<file path="config.mk">
export PLATFORM = sky130hd
export DESIGN_NAME = rom_uart_streamer_flat
export DESIGN_NICKNAME = d
export VERILOG_FILES = /design/src/rtl/rom_uart_streamer_if.sv /design/src/rtl/rom_uart_streamer.sv /design/src/flat_wrapper.sv
export SDC_FILE = /design/constraint.sdc
export NUM_CORES = 1
export LEC_CHECK = 0
export ABC_CLOCK_PERIOD_IN_PS = 2200
export CORE_MARGIN = 2
export CORE_UTILIZATION = 49
export DETAILED_ROUTE_END_ITERATION = 6
export PLACE_DENSITY = 0.82
export SLEW_MARGIN = 5
export SYNTH_ARGS = -nofsm -noshare
export SYNTH_HDL_FRONTEND = slang
export SYNTH_SLANG_ARGS = --single-unit
</file>
<file path="constraint.sdc">
create_clock -name clk -period 2.2 [get_ports clk]
set_input_delay 0.44 -clock clk [delete_from_list [all_inputs] [get_ports clk]]
set_output_delay 0.44 -clock clk [all_outputs]
set_load 0.05 [all_outputs]
</file>
<file path="src/rtl/rom_uart_streamer_if.sv">
// ----------------------------------------------------------------------------
// rom_uart_streamer_if
// Bundles the signals between the ROM-to-UART streamer and its neighbours:
// the start/busy/done control, the synchronous program ROM read port and the
// send/done handshake with the 8N1 transmitter.
//
//   start    : request to begin a dump (environment -> streamer)
//   mem_addr : ROM word address          (streamer -> ROM)
//   mem_rd   : ROM read data, 1 clk late (ROM -> streamer)
//   txbyte   : byte for the transmitter  (streamer -> transmitter)
//   senddata : one-cycle send request    (streamer -> transmitter)
//   txdone   : one-cycle frame complete  (transmitter -> streamer)
//   busy     : streamer is not idle      (streamer -> environment)
//   done     : last byte acknowledged    (streamer -> environment)
//
// master = streamer side, slave = environment (ROM, transmitter, control).
// ----------------------------------------------------------------------------
interface rom_uart_streamer_if #(
    parameter int ADDR_W = 13
);
    logic              start;
    logic [ADDR_W-1:0] mem_addr;
    logic [31:0]       mem_rd;
    logic [7:0]        txbyte;
    logic              senddata;
    logic              txdone;
    logic              busy;
    logic              done;

    modport master (
        input  start, mem_rd, txdone,
        output mem_addr, txbyte, senddata, busy, done
    );

    modport slave (
        output start, mem_rd, txdone,
        input  mem_addr, txbyte, senddata, busy, done
    );
endinterface

</file>
<file path="src/rtl/rom_uart_streamer.sv">
// ----------------------------------------------------------------------------
// rom_uart_streamer
// Streams program ROM words 0..LAST_WORD to an 8N1 UART transmitter, one byte
// at a time, least significant byte first. Each byte is offered with a
// single-cycle senddata and the next one is only prepared after the
// transmitter reports txdone, so bytes are never dropped or repeated.
// Optionally waits GAP_CYCLES idle cycles after every txdone.
//
// Ports:
//   clk : system clock
//   rst : asynchronous, active-high reset
//   bus : rom_uart_streamer_if.master (start, ROM port, UART handshake,
//         busy/done status)
// ----------------------------------------------------------------------------
module rom_uart_streamer #(
    parameter int ADDR_W     = 13,
    parameter int LAST_WORD  = 8191,
    parameter int GAP_CYCLES = 0
) (
    input  logic                clk,
    input  logic                rst,
    rom_uart_streamer_if.master bus
);
    localparam logic [ADDR_W-1:0] LAST_ADDR = ADDR_W'(LAST_WORD);
    // The gap counter only ever holds GAP_CYCLES-1 down to 0.
    localparam int                GAP_W     = (GAP_CYCLES < 2) ? 1 : $clog2(GAP_CYCLES);
    localparam logic [GAP_W-1:0]  GAP_LOAD  = (GAP_CYCLES == 0) ? '0 : GAP_W'(GAP_CYCLES - 1);

    typedef enum logic [2:0] {
        S_IDLE,
        S_FETCH,
        S_LATCH,
        S_SEND,
        S_WAIT,
        S_GAP,
        S_ADVANCE
    } state_e;

    state_e            state_q, state_d;
    logic [ADDR_W-1:0] addr_q,  addr_d;
    logic [1:0]        idx_q,   idx_d;
    logic [GAP_W-1:0]  gap_q,   gap_d;
    logic [31:0]       word_q,  word_d;

    // NOTE: state registers use non-blocking assignments so every flop samples
    // the pre-edge value of its neighbours regardless of evaluation order.
    always_ff @(posedge clk or posedge rst) begin
        if (rst) begin
            state_q <= S_IDLE;
            addr_q  <= '0;
            idx_q   <= '0;
            gap_q   <= '0;
            word_q  <= '0;
        end else begin
            state_q <= state_d;
            addr_q  <= addr_d;
            idx_q   <= idx_d;
            gap_q   <= gap_d;
            word_q  <= word_d;
        end
    end

    always_comb begin
        // NOTE: every next-state variable gets a hold default before the case,
        // so no branch can leave one unassigned and infer a latch.
        state_d = state_q;
        addr_d  = addr_q;
        idx_d   = idx_q;
        gap_d   = gap_q;
        word_d  = word_q;

        unique case (state_q)
            S_IDLE: begin
                addr_d = '0;
                if (bus.start) begin
                    state_d = S_FETCH;
                end
            end
            // Address has been presented; the ROM answers one clock later.
            S_FETCH: state_d = S_LATCH;
            S_LATCH: begin
                word_d  = bus.mem_rd;
                idx_d   = '0;
                state_d = S_SEND;
            end
            S_SEND: state_d = S_WAIT;
            // txdone is only honoured here, which also discards a pulse that
            // coincides with senddata (that cycle is S_SEND).
            S_WAIT: begin
                if (bus.txdone) begin
                    if (GAP_CYCLES == 0) begin
                        state_d = S_ADVANCE;
                    end else begin
                        gap_d   = GAP_LOAD;
                        state_d = S_GAP;
                    end
                end
            end
            S_GAP: begin
                if (gap_q == '0) begin
                    state_d = S_ADVANCE;
                end else begin
                    gap_d = gap_q - GAP_W'(1);
                end
            end
            S_ADVANCE: begin
                if (idx_q != 2'd3) begin
                    idx_d   = idx_q + 2'd1;
                    state_d = S_SEND;
                end else if (addr_q != LAST_ADDR) begin
                    addr_d  = addr_q + ADDR_W'(1);
                    state_d = S_FETCH;
                end else begin
                    addr_d  = '0;
                    state_d = S_IDLE;
                end
            end
            default: state_d = S_IDLE;
        endcase
    end

    // Outputs decode directly from registered state so they clear the moment
    // reset is asserted.
    assign bus.mem_addr = addr_q;
    assign bus.txbyte   = word_q[{idx_q, 3'b000} +: 8];
    assign bus.senddata = (state_q == S_SEND);
    assign bus.busy     = (state_q != S_IDLE);
    assign bus.done     = (state_q == S_ADVANCE) && (idx_q == 2'd3) && (addr_q == LAST_ADDR);
endmodule

</file>
<file path="src/flat_wrapper.sv">
// flat-port wrapper written by rule: the top's interface ports become plain ports
module rom_uart_streamer_flat 
#(
    parameter int ADDR_W     = 13,
    parameter int LAST_WORD  = 8191,
    parameter int GAP_CYCLES = 0
)
  (clk, rst, bus_start, bus_mem_rd, bus_txdone, bus_mem_addr, bus_txbyte, bus_senddata, bus_busy, bus_done);
  rom_uart_streamer_if #(.ADDR_W(ADDR_W)) bus_i ();
  input  logic clk;
  input  logic rst;
  input wire logic [$bits(bus_i.start)-1:0] bus_start;
  input wire logic [$bits(bus_i.mem_rd)-1:0] bus_mem_rd;
  input wire logic [$bits(bus_i.txdone)-1:0] bus_txdone;
  output wire logic [$bits(bus_i.mem_addr)-1:0] bus_mem_addr;
  output wire logic [$bits(bus_i.txbyte)-1:0] bus_txbyte;
  output wire logic [$bits(bus_i.senddata)-1:0] bus_senddata;
  output wire logic [$bits(bus_i.busy)-1:0] bus_busy;
  output wire logic [$bits(bus_i.done)-1:0] bus_done;
  assign bus_i.start = bus_start;
  assign bus_i.mem_rd = bus_mem_rd;
  assign bus_i.txdone = bus_txdone;
  assign bus_mem_addr = bus_i.mem_addr;
  assign bus_txbyte = bus_i.txbyte;
  assign bus_senddata = bus_i.senddata;
  assign bus_busy = bus_i.busy;
  assign bus_done = bus_i.done;
  rom_uart_streamer #(.ADDR_W(ADDR_W), .LAST_WORD(LAST_WORD), .GAP_CYCLES(GAP_CYCLES)) u_core (.clk(clk), .rst(rst), .bus(bus_i));
endmodule
</file>
# After elaboration in Yosys (flattened, before gate mapping)
# Index checks and enable logic that the tools add are counted.
[op_classes]
add_sub_neg = 3
n_eq_ne = 15
shift = 1
n_mux = 12
n_reduce_logical = 9
[ops]
columns = ["op", "n"]
rows = [
  ["32-bit by 6-bit variable part select with 8-bit output", 1],
  ["13-bit two-way mux", 2],
  ["13-bit one-hot mux with 2 select lines", 1],
  ["3-bit one-hot mux with 7 select lines", 1],
  ["13-bit by 1-bit adder with 13-bit output, second input constant", 1],
  ["13-bit == test, second input constant", 1],
  ["13-bit != test, second input constant", 1],
  ["3-bit two-way mux", 4],
  ["2-bit != test, second input constant", 5],
  ["3-bit == test, second input constant", 3],
  ["3-bit by 2-bit == test with 1-bit output, second input constant", 2],
  ["2-bit one-hot mux with 2 select lines", 1],
  ["2-bit AND reduction", 2],
  ["2-bit nonzero test", 2],
  ["3-bit by 1-bit == test with 1-bit output, second input constant", 1],
  ["3-bit logical NOT", 1],
  ["3-bit AND reduction", 1],
  ["3-bit nonzero test", 1],
  ["2-bit by 1-bit adder with 2-bit output, second input constant", 1],
  ["2-bit == test, second input constant", 1],
  ["1-bit logical AND", 2],
  ["1-bit two-way mux", 2],
  ["2-bit two-way mux", 1],
  ["2-bit by 1-bit != test with 1-bit output, second input constant", 1],
  ["1-bit subtractor, second input constant", 1],
]
[totals]
reg_bits = 51
inputBits = 36
out_inout_bits = 24

# Logic depth before layout (Yosys ltp)
# Gate-level depths: netlist (run 1).
[depth]
ltp_word = 4
depth_mapped = 7
mapped_depth_nobuf = 5

# Worst setup path after synthesis (run 1)
# OpenSTA, ideal clock, no wires.
[synth_timing]
path_type = "register -> output"
start = "reg u_core.addr_q[0], in the netlist u_core.bus.mem_addr[0]"
end = "out bus_done"
arrival_ns = 1.961
t_required_ns = 1.760
path_slack_ns = -0.201
path_stages_with_launch = 6
path_cell_list = "dfrtp_1 -> ha_1 -> and3_1 -> buf_2 -> nand4_1 -> nor2_1"
[synth_between]
elab_chain_len = 2
[synth_lines]
columns = ["element", "line_no", "source"]
rows = [
  ["start: declaration", "rom_uart_streamer.sv:40", "logic [ADDR_W-1:0] addr_q, addr_d;"],
  ["start signal: assignment", "rom_uart_streamer.sv:56", "addr_q <= addr_d;"],
  ["13-bit == test", "rom_uart_streamer.sv:128", "assign bus.done = (state_q == S_ADVANCE) && (idx_q == 2'd3) && (addr_q == LAST_ADDR);"],
  ["1-bit logical AND", "rom_uart_streamer.sv:128", ""],
  ["end: declaration", "flat_wrapper.sv:19", "output wire logic [$bits(bus_i.done)-1:0] bus_done;"],
]
# Every way passes these cells.

# Worst setup path in the final report (run 1)
[layout_timing]
start = "reg u_core.idx_q[0]"
end = "out bus_done"
[layout_between]
elab_chain_len = 3
[layout_lines]
columns = ["element", "line_no", "source"]
rows = [
  ["start: declaration", "rom_uart_streamer.sv:41", "logic [1:0] idx_q, idx_d;"],
  ["start signal: assignment", "rom_uart_streamer.sv:57", "idx_q <= idx_d;"],
  ["2-bit == test", "rom_uart_streamer.sv:128", ""],
  ["1-bit logical AND (2 in a row)", "rom_uart_streamer.sv:128", ""],
]
# Every way passes these cells.

==> flow_summary.json, run 1 <==
{
  "status": "finished, final reports clean",
  "finClkSkew_ps": 10.7,
  "start_kind": "flop",
  "vias": 1766,
  "slew_headroom": 0.647,
  "p_per_area_mw_per_mm2": 1320,
  "required_ps": 1760,
  "syn_nets": 228,
  "crit_path_max_fanout": 7,
  "antenna_found_initial": 0,
  "hpwl_mm": 3.55,
  "area_delta_synth_final_pct": 32.0,
  "power_frac_comb": 0.489,
  "ys_types": 35,
  "synthArstFlopShare": 1.00,
  "die_y_um": 74.1,
  "drive_gt1_frac": 0.276,
  "first_pass_iters": 4,
  "grt_max_degree": 51,
  "drv_cap": 0,
  "switching_share": 0.385,
  "num-nets-final": 291,
  "syn_inst": 190,
  "synth.area.top_cells": "dfrtp_1, mux2_2, mux4_2",
  "finalCritPeriodShare": 0.945,
  "switchingPower_w": 0.00161,
  "h-tree-depth": 2,
  "critPathKind": "flop to output port",
  "seqPwrFrac": 0.359,
  "grt_pass1_vias": 1644,
  "slew_viol_final": 0,
  "hold_class": "primary input to asynchronous set/reset pin",
  "r2r_cells": 5,
  "wl_per_cell_um": 15.2,
  "core_area_mm2": 0.00472,
  "postSynthAreaPerCell_um2": 12.7,
  "grt_pass1_wl_mm": 7.61,
  "io_buffers": 59,
  "cts_setup_buffers": 0,
  "endpoint_kind": "output port",
  "grt_usage": 0.183,
  "yosysTopAreaCellShare": 0.520,
  "gp_congestion": 0.804,
  "numClockSinks": 50,
  "worstMarginPinSlew_ps": 528,
  "hold_slack_ps": 488,
  "fin_crit_ps": 2080,
  "totalWireLength_mm": 4.88,
  "yosysTopAreaCell": "dfrtp_1",
  "rows": 25,
  "total_power_w": 0.00419,
  "cp_data_arrival_time_ps": 1640,
  "cts_buffer_depth": 2,
  "synth_warnings": 0,
  "worst_skew_pair.late_latency_ps": 300,
  "cts_buffers": 5,
  "root_buffer": "clkbuf_8",
  "ir_drop_mv": 1.02,
  "start_util": 0.509,
  "rsz0062_at_grt": "no",
  "ant_nets": 0,
  "p_int_w": 0.00257,
  "p_leak_nw": 1.31,
  "die_w_um": 74.1,
  "r2r_setup_slack_ps": 440,
  "clkPwrFrac": 0.152,
  "dr.first_iter.drc_count": 115,
  "hold_viol": 0,
  "pin_count": 60,
  "fmax_mhz": 481,
  "ys_ff_latch": 50,
  "seq_area_frac_synth": 0.520,
  "n_antenna_cell": 0,
  "synthFlopType": "dfrtp_1",
  "drc_errors": 0,
  "dieArea_mm2": 0.00548,
  "setup_viol": 0,
  "synth_area_mm2": 0.00240,
  "viasPerCell": 5.50,
  "grt_overflow": 0,
  "cts_tree": "yes",
  "fin_tns_setup_ps": 0,
  "clk_pin_slew_ps": 90,
  "synth-edff-count": 0
}
-- cell usage after synthesis, types with 2 or more instances --
master	number
mux2_2	30
and3_1	6
mux2_1	3
ha_1	2
dfrtp_1	50
nand2_1	15
a31oi_1	3
a21oi_1	5
buf_4	3
nor2_1	7
o211ai_1	2
inv_1	2
nand3_1	5
mux2i_1	3
buf_2	3
o21ai_1	7
nand4_1	5
buf_6	3
o21ai_0	8
nand2b_1	4
mux4_2	8
nor3_1	3
-- metrics by stage --
step	setup WS [ps]	util	std cells	instance area (um^2)
3_5_place_dp	376	0.648	313	3060
2_1_floorplan	7.54	-	190	2410
5_1_grt	32.4	0.672	321	3170
4_1_cts	49.8	0.672	321	3170
6_report	122	0.672	321	3170
3_3_place_gp	441	0.648	313	3060
-- cell usage in the layout, fill, tap and decap left out, types with 2 or more instances in the layout --
master / count
dfrtp_1: 50
clkdlybuf4s50_1: 48
mux2_2: 30
buf_4: 16
nand2_1: 15
o21ai_0: 8
mux4_2: 8
o21ai_1: 7
nor2_1: 6
and3_1: 5
a21oi_1: 5
nand3_1: 5
nand4_1: 5
clkbuf_8: 5
nand2b_1: 4
a31oi_1: 3
mux2i_1: 3
nor3_1: 3
mux2_1: 3
o211ai_1: 2
ha_1: 2
buf_12: 2
-- cell type report --
| type | count | area (um^2) |
|---|---|---|
| inverters | 2 | 7.51 |
| clock inverters | 2 | 37.5 |
| clock buffers | 6 | 72.6 |
| repair buffers | 66 | 641 |
| well taps | 67 | 83.8 |
| flip-flops and latches | 50 | 1250 |
| fillers | 345 | 1550 |
| multi-input cells | 128 | 1080 |
-- critical path: stages (launching register included) --
cell	delay, ps
dfrtp_1	390
ha_1	220
nand4b_1	330
nor2_2	260
buf_12	150
-- timing repair --
| action | CTS | global route |
|---|---|---|
| gates resized for setup | 0 | 1 |
| hold buffers | 0 | 0 |
| endpoints found under the setup margin | 0 | 1 |
-- flip-flops by register name (all words and copies together), names as in the netlist --
name	count
u_core.bus.mem_addr	13
u_core.word_q	32
u_core.idx_q	2
u_core.state_q	3
-- final timing paths --
kind,start,end
setup / recovery,u_core.idx_q[0],bus_done
hold / removal,rst,u_core.word_q[8]
setup reg to reg,u_core.bus.mem_addr[0],u_core.bus.mem_addr[8]
hold reg to reg,u_core.word_q[5],u_core.word_q[5]
max in group asynchronous,rst,u_core.state_q[1]
min in group clk,u_core.word_q[5],u_core.word_q[5]
-- cells by family after synthesis --
family | Yosys count | share of synthesized area
AO/OA/AOI/OAI | 28 | 0.0666
adder cells (fa/ha/maj) | 2 | 0.0104
buffers and inverters | 12 | 0.0343
flip-flops | 50 | 0.520
multiplexers | 44 | 0.242
AND/OR/NAND/NOR | 54 | 0.126
-- power by group through the flow --
stage          clock network (W)  logic, W  registers [W]
2_1_floorplan                  0   0.00168        0.00141
6_report                0.000637   0.00205        0.00150
4_1_cts                 0.000661   0.00206        0.00150
5_1_grt                 0.000694   0.00216        0.00155
3_5_place_dp                   0   0.00206        0.00152
3_3_place_gp                   0   0.00202        0.00149
-- metal layers --
layer / up-vias / track usage / wire length (um)
li1: 828 / - / -
met1: 871 / 0.244 / 2140
met2: 63 / 0.298 / 2430
met3: 4 / 0.0461 / 256
met4: 0 / 0.0545 / 55
met5: - / 0 / 0
No activity file was read; power rests on OpenSTA's default activity.
==> run 2, diff against run 1 <==
- CAP_MARGIN: default -> 20
- CORE_ASPECT_RATIO: default -> 0.75
==> flow_summary.json, run 2 (synthesis results as in run 1) <==
{
  "status": "finished, final reports clean",
  "core_area_mm2": 0.00482,
  "cts_buffer_depth": 2,
  "ant_nets": 0,
  "antenna_found_initial": 0,
  "worstMarginPinSlew_ps": 515,
  "setup_viol": 0,
  "crit_path_max_fanout": 8,
  "fin_cells": 315,
  "slew_viol_final": 0,
  "drive_gt1_frac": 0.290,
  "hold_class": "primary input to asynchronous set/reset pin",
  "slowest_stage": "dfrtp_1",
  "cp_data_arrival_time_ps": 1650,
  "cpPeakStageDelay_ps": 430,
  "finalCritPeriodShare": 0.948,
  "cts_tree": "yes",
  "grt_overflow": 0,
  "dieArea_mm2": 0.00549,
  "grt_usage": 0.200,
  "r2r-end": "u_core.bus.mem_addr[8]",
  "fin_util": 0.661,
  "pin_count": 60,
  "grt_max_degree": 35,
  "r2r_cells": 5,
  "regMostFlops": "u_core.word_q",
  "fmax_mhz": 479,
  "start_util": 0.499,
  "clk_pin_slew_ps": 100,
  "dp.cells": 305,
  "h-tree-depth": 2,
  "fin_crit_ps": 2090,
  "grt_pass1_wl_mm": 8.39,
  "timing.rr.start": "u_core.idx_q[1]",
  "num-nets-final": 292,
  "wl_per_cell_um": 16.6,
  "hold_viol": 0,
  "cts_hold_buffers": 0,
  "drv_cap": 0,
  "finClkSkew_ps": 12.4,
  "rows": 22,
  "crit_path_cell_trace": "ha_1, and3_4, nand4_1, nor2_2, buf_12",
  "worst_slack_ps": 114,
  "viasPerCell": 5.55,
  "dr.first_iter.drc_count": 101,
  "dp_slack_ps": 352,
  "root_buffer": "clkbuf_8",
  "vias": 1747,
  "numClockSinks": 50,
  "p_leak_nw": 1.32,
  "worst_skew_pair.late_latency_ps": 300,
  "critPathKind": "flop to output port",
  "r2r_setup_slack_ps": 370,
  "endpoint_kind": "output port",
  "die_w_um": 84.9,
  "die_y_um": 64.7,
  "drc_errors": 0,
  "hpwl_mm": 3.79,
  "slew_headroom": 0.656,
  "area_delta_synth_final_pct": 32.3,
  "grt_pass1_vias": 1610,
  "ir_drop_mv": 1.06,
  "start_kind": "flop",
  "final_cell_mix": "clkdlybuf4s50_1, dfrtp_1, mux2_2, buf_4, nand2_1",
  "largest_register_ff_count": 32,
  "first_pass_iters": 4,
  "p_per_area_mw_per_mm2": 1320,
  "totalWireLength_mm": 5.22,
  "io_buffers": 59,
  "cts_buffers": 5,
  "required_ps": 1760,
  "gp_congestion": 0.828,
  "n_antenna_cell": 0
}
-- run 2: worst max-delay path by stage --
stage,start,end,slack (ps),cells after the start
detailed placement,u_core.bus.mem_addr[1],bus_done,350,5
global placement,u_core.bus.mem_addr[0],bus_done,390,5
global route,u_core.idx_q[1],bus_done,-2,4
floorplan,u_core.bus.mem_addr[0],bus_done,8,5
CTS,u_core.bus.mem_addr[1],bus_done,7,5
finish,u_core.bus.mem_addr[0],bus_done,110,5
-- run 2: routing by layer --
layer	vias to the layer above	part of all wire	track usage
li1	835	-	-
met1	855	0.47	0.298
met2	51	0.46	0.296
met3	6	0.050	0.0382
met4	0	0.014	0.0714
met5	-	0	0
-- run 2: per-stage QoR --
stage | setup TNS (ps) | hold slack [ps] | area, um^2 | power [W]
after floorplan | 0 | 453 | 2410 | 0.00309
after global placement | 0 | 470 | 3050 | 0.00351
after detailed placement | 0 | 479 | 3050 | 0.00358
after CTS | 0 | 445 | 3160 | 0.00423
after global routing | -1.83 | 492 | 3180 | 0.00442
final | 0 | 438 | 3180 | 0.00420
-- run 2: cell type report --
class | count | area, um^2
clock buffer | 5 | 68.8
clock inverter | 3 | 43.8
fill | 368 | 1640
inverter | 2 | 7.51
multi-input combinational | 128 | 1080
sequential | 50 | 1250
tap | 60 | 75.1
timing repair buffer | 67 | 648
-- run 2: critical path, delay by kind of cell (launching register included) --
family                   cells  cell delay [ps]
buffers and inverters        1              160
adder cells (fa/ha/maj)      1              220
flip-flops                   1              430
AND/OR/NAND/NOR              3              530
-- run 2: what timing repair did --
item | in CTS | in global routing
resized for setup | 0 | 4
endpoints found under the setup margin | 0 | 1
buffers inserted | 0 | 2
-- run 2: where the power goes --
part / leakage [nW] / switching [W] / total (W) / internal [W]
Combinational: 0.639 / 0.00109 / 0.00204 / 0.000951
Clock: 0.0585 / 0.000305 / 0.000646 / 0.000341
Sequential: 0.618 / 0.000241 / 0.00151 / 0.00127
Total: 1.32 / 0.00164 / 0.00420 / 0.00256
==> RTL edit (settings of run 2) <==
`addr_q` and `word_q` no longer have a reset.
--- a/src/rtl/rom_uart_streamer.sv
+++ b/src/rtl/rom_uart_streamer.sv
@@ -49,13 +49,14 @@
             state_q <= S_IDLE;
-            addr_q  <= '0;
             idx_q   <= '0;
             gap_q   <= '0;
-            word_q  <= '0;
         end else begin
             state_q <= state_d;
-            addr_q  <= addr_d;
             idx_q   <= idx_d;
             gap_q   <= gap_d;
-            word_q  <= word_d;
         end
+    end
+
+    always_ff @(posedge clk) begin
+        addr_q <= addr_d;
+        word_q <= word_d;
     end
Formal check against the unedited RTL: differs if rst is asserted again (counterexample within 4 cycles, from zero or initial values and one cycle with rst high); with rst held inactive, the same outputs for 10 cycles.
==> RTL edit against run 2 <==
Sequential power increased by 12%. Worst setup slack got worse by 0.098 ns. Sequential share of layout area increased by 10 points. Routed wire length decreased by 19%. Utilization increased by 6.6 points. Worst hold slack got worse by 0.10 ns. Synthesized cell count decreased by 29%. Cell area decreased by 6.3%. Area after synthesis decreased by 12%. Total power increased by 2.4%. Sequential cell count unchanged. Cell count decreased by 16%. Critical endpoint unchanged. Largest cell class unchanged.
==> RTL edit: results <==
group,metric,value,unit
critical_path,r2r-end,"u_core.bus.mem_addr[3]$_SDFFCE_PN0P_",
yosys,synth_edf_count,45,
pwr,vdd.ir_drop.worst,0.000826,V
critical_path,cp.arrival,1.74,ns
place,gp_congestion,0.747,
yosys,synth_area_leaders,"edfxtp_1, mux4_2, dfrtp_1",
global_route,grt_pass1_wl,6440,um
global_route,grt_max_degree,33,
yosys,netlist-cell-type-count,32,
sta,worstMarginPinSlew,0.544,ns
critical_path,cp_slowest_stage_delay,0.45,ns
critical_path,reg2regPathDepth,6,
detailed_routing,vias,1353,
detailed_routing,first_iter_violations,62,
place,hpwlAfterDp,3000,um
critical_path,slowest_stage,"edfxtp_1",
place,dpl_cell_area,2800,um^2
pwr,switching_share,42.9,%
detailed_routing,routed_wl,4220,um
yosys,syn-num-nets,172,
critical_path,path_max_fanout,4,
yosys,synth-seq-area-share,69.7,%
critical_path,rr_startpoint,"u_core.bus.mem_addr[1]$_SDFFCE_PN0P_",
yosys,synth_common_cells,"edfxtp_1, nor2_1, xnor2_1",
critical_path,rrSetupSlack,0.30,ns
detailed_routing,wire_per_inst,15.9,um
sta,whs,0.339,ns
global_route,grt_use_total,18.6,%
outcome,outcome,"finished, final reports clean",
clock_tree,clkSlewWorstSetupHoldPaths,0.08,ns
layout,drive_above_1_share,24.3,%
detailed_routing,drtPass1Iterations,4,
-- RTL edit: worst max-delay path by stage --
stage / startpoint / end / slack, ns
floorplan: u_core.bus.mem_addr[0]$_SDFFCE_PN0P_ / bus_done / -0.05
global placement: u_core.bus.mem_addr[0]$_SDFFCE_PN0P_ / bus_done / 0.24
detailed placement: u_core.bus.mem_addr[0]$_SDFFCE_PN0P_ / bus_done / 0.18
CTS: u_core.idx_q[0]$_DFFE_PP0P_ / bus_done / 0.04
global route: u_core.bus.mem_addr[1]$_SDFFCE_PN0P_ / bus_done / -0.07
finish: u_core.bus.mem_addr[1]$_SDFFCE_PN0P_ / bus_done / 0.02
-- RTL edit: cell type report --
class,count,area (um^2),share of cell area (%)
multi-input cells,76,651,21.8
well taps,55,68.8,2.31
inverters,4,15.0,0.504
clock buffers,6,72.6,2.43
clock inverters,2,8.76,0.294
flip-flops and latches,50,1480,49.6
repair buffers,72,687,23.0
-- RTL edit: repair_timing --
item                       4_1_cts  5_1_grt
setup buffers                    1        7
setup endpoints to repair        2        1
pin swaps                        1        2
hold buffers                     0        0
resized for setup                4        4
-- RTL edit: cells by family (layout without fill, tap and decap cells) --
group | count (synthesis) | count (layout) | share of synthesized area (%)
adders and majority gates | 2 | 2 | 1.18
and+or+nand+nor | 48 | 48 | 11.9
DFF | 50 | 50 | 69.7
AOI/OAI and AO/OA | 6 | 6 | 1.83
xor gates and xnor gates | 11 | 11 | 4.55
muxes | 9 | 9 | 9.03
buffers and inverters | 8 | 84 | 1.83
-- RTL edit: per-stage QoR --
step | setup slack (ns) | total power, mW
global placement | 0.241 | 3.66
detailed placement | 0.184 | 3.74
CTS | 0.0394 | 4.25
floorplan | -0.0527 | 3.06
finish | 0.0163 | 4.30
global route | -0.0724 | 4.49
-- RTL edit: critical path: cells and delay by family, from the launching register on --
| kind | cells | cell delay, ns |
|---|---|---|
| flops | 1 | 0.45 |
| simple gates | 3 | 0.68 |
| buf+inv | 1 | 0.13 |
| fa+ha+maj | 1 | 0.19 |
-- RTL edit: per-layer routing --
layer | GRT usage [%] | part of all wire, %
met4 | 8.23 | 1.9
met3 | 6.55 | 5.0
met1 | 21.2 | 40
met2 | 32.6 | 53
met5 | 0 | 0
-- RTL edit: power by group through the flow --
| stage | clock network (mW) | registers [mW] | logic (mW) |
|---|---|---|---|
| after global routing | 0.547 | 1.72 | 2.22 |
| after floorplan | 0 | 1.98 | 1.08 |
| after CTS | 0.508 | 1.69 | 2.05 |
| after detailed placement | 0 | 1.71 | 2.03 |
| final | 0.496 | 1.69 | 2.11 |
| after global placement | 0 | 1.67 | 1.99 |
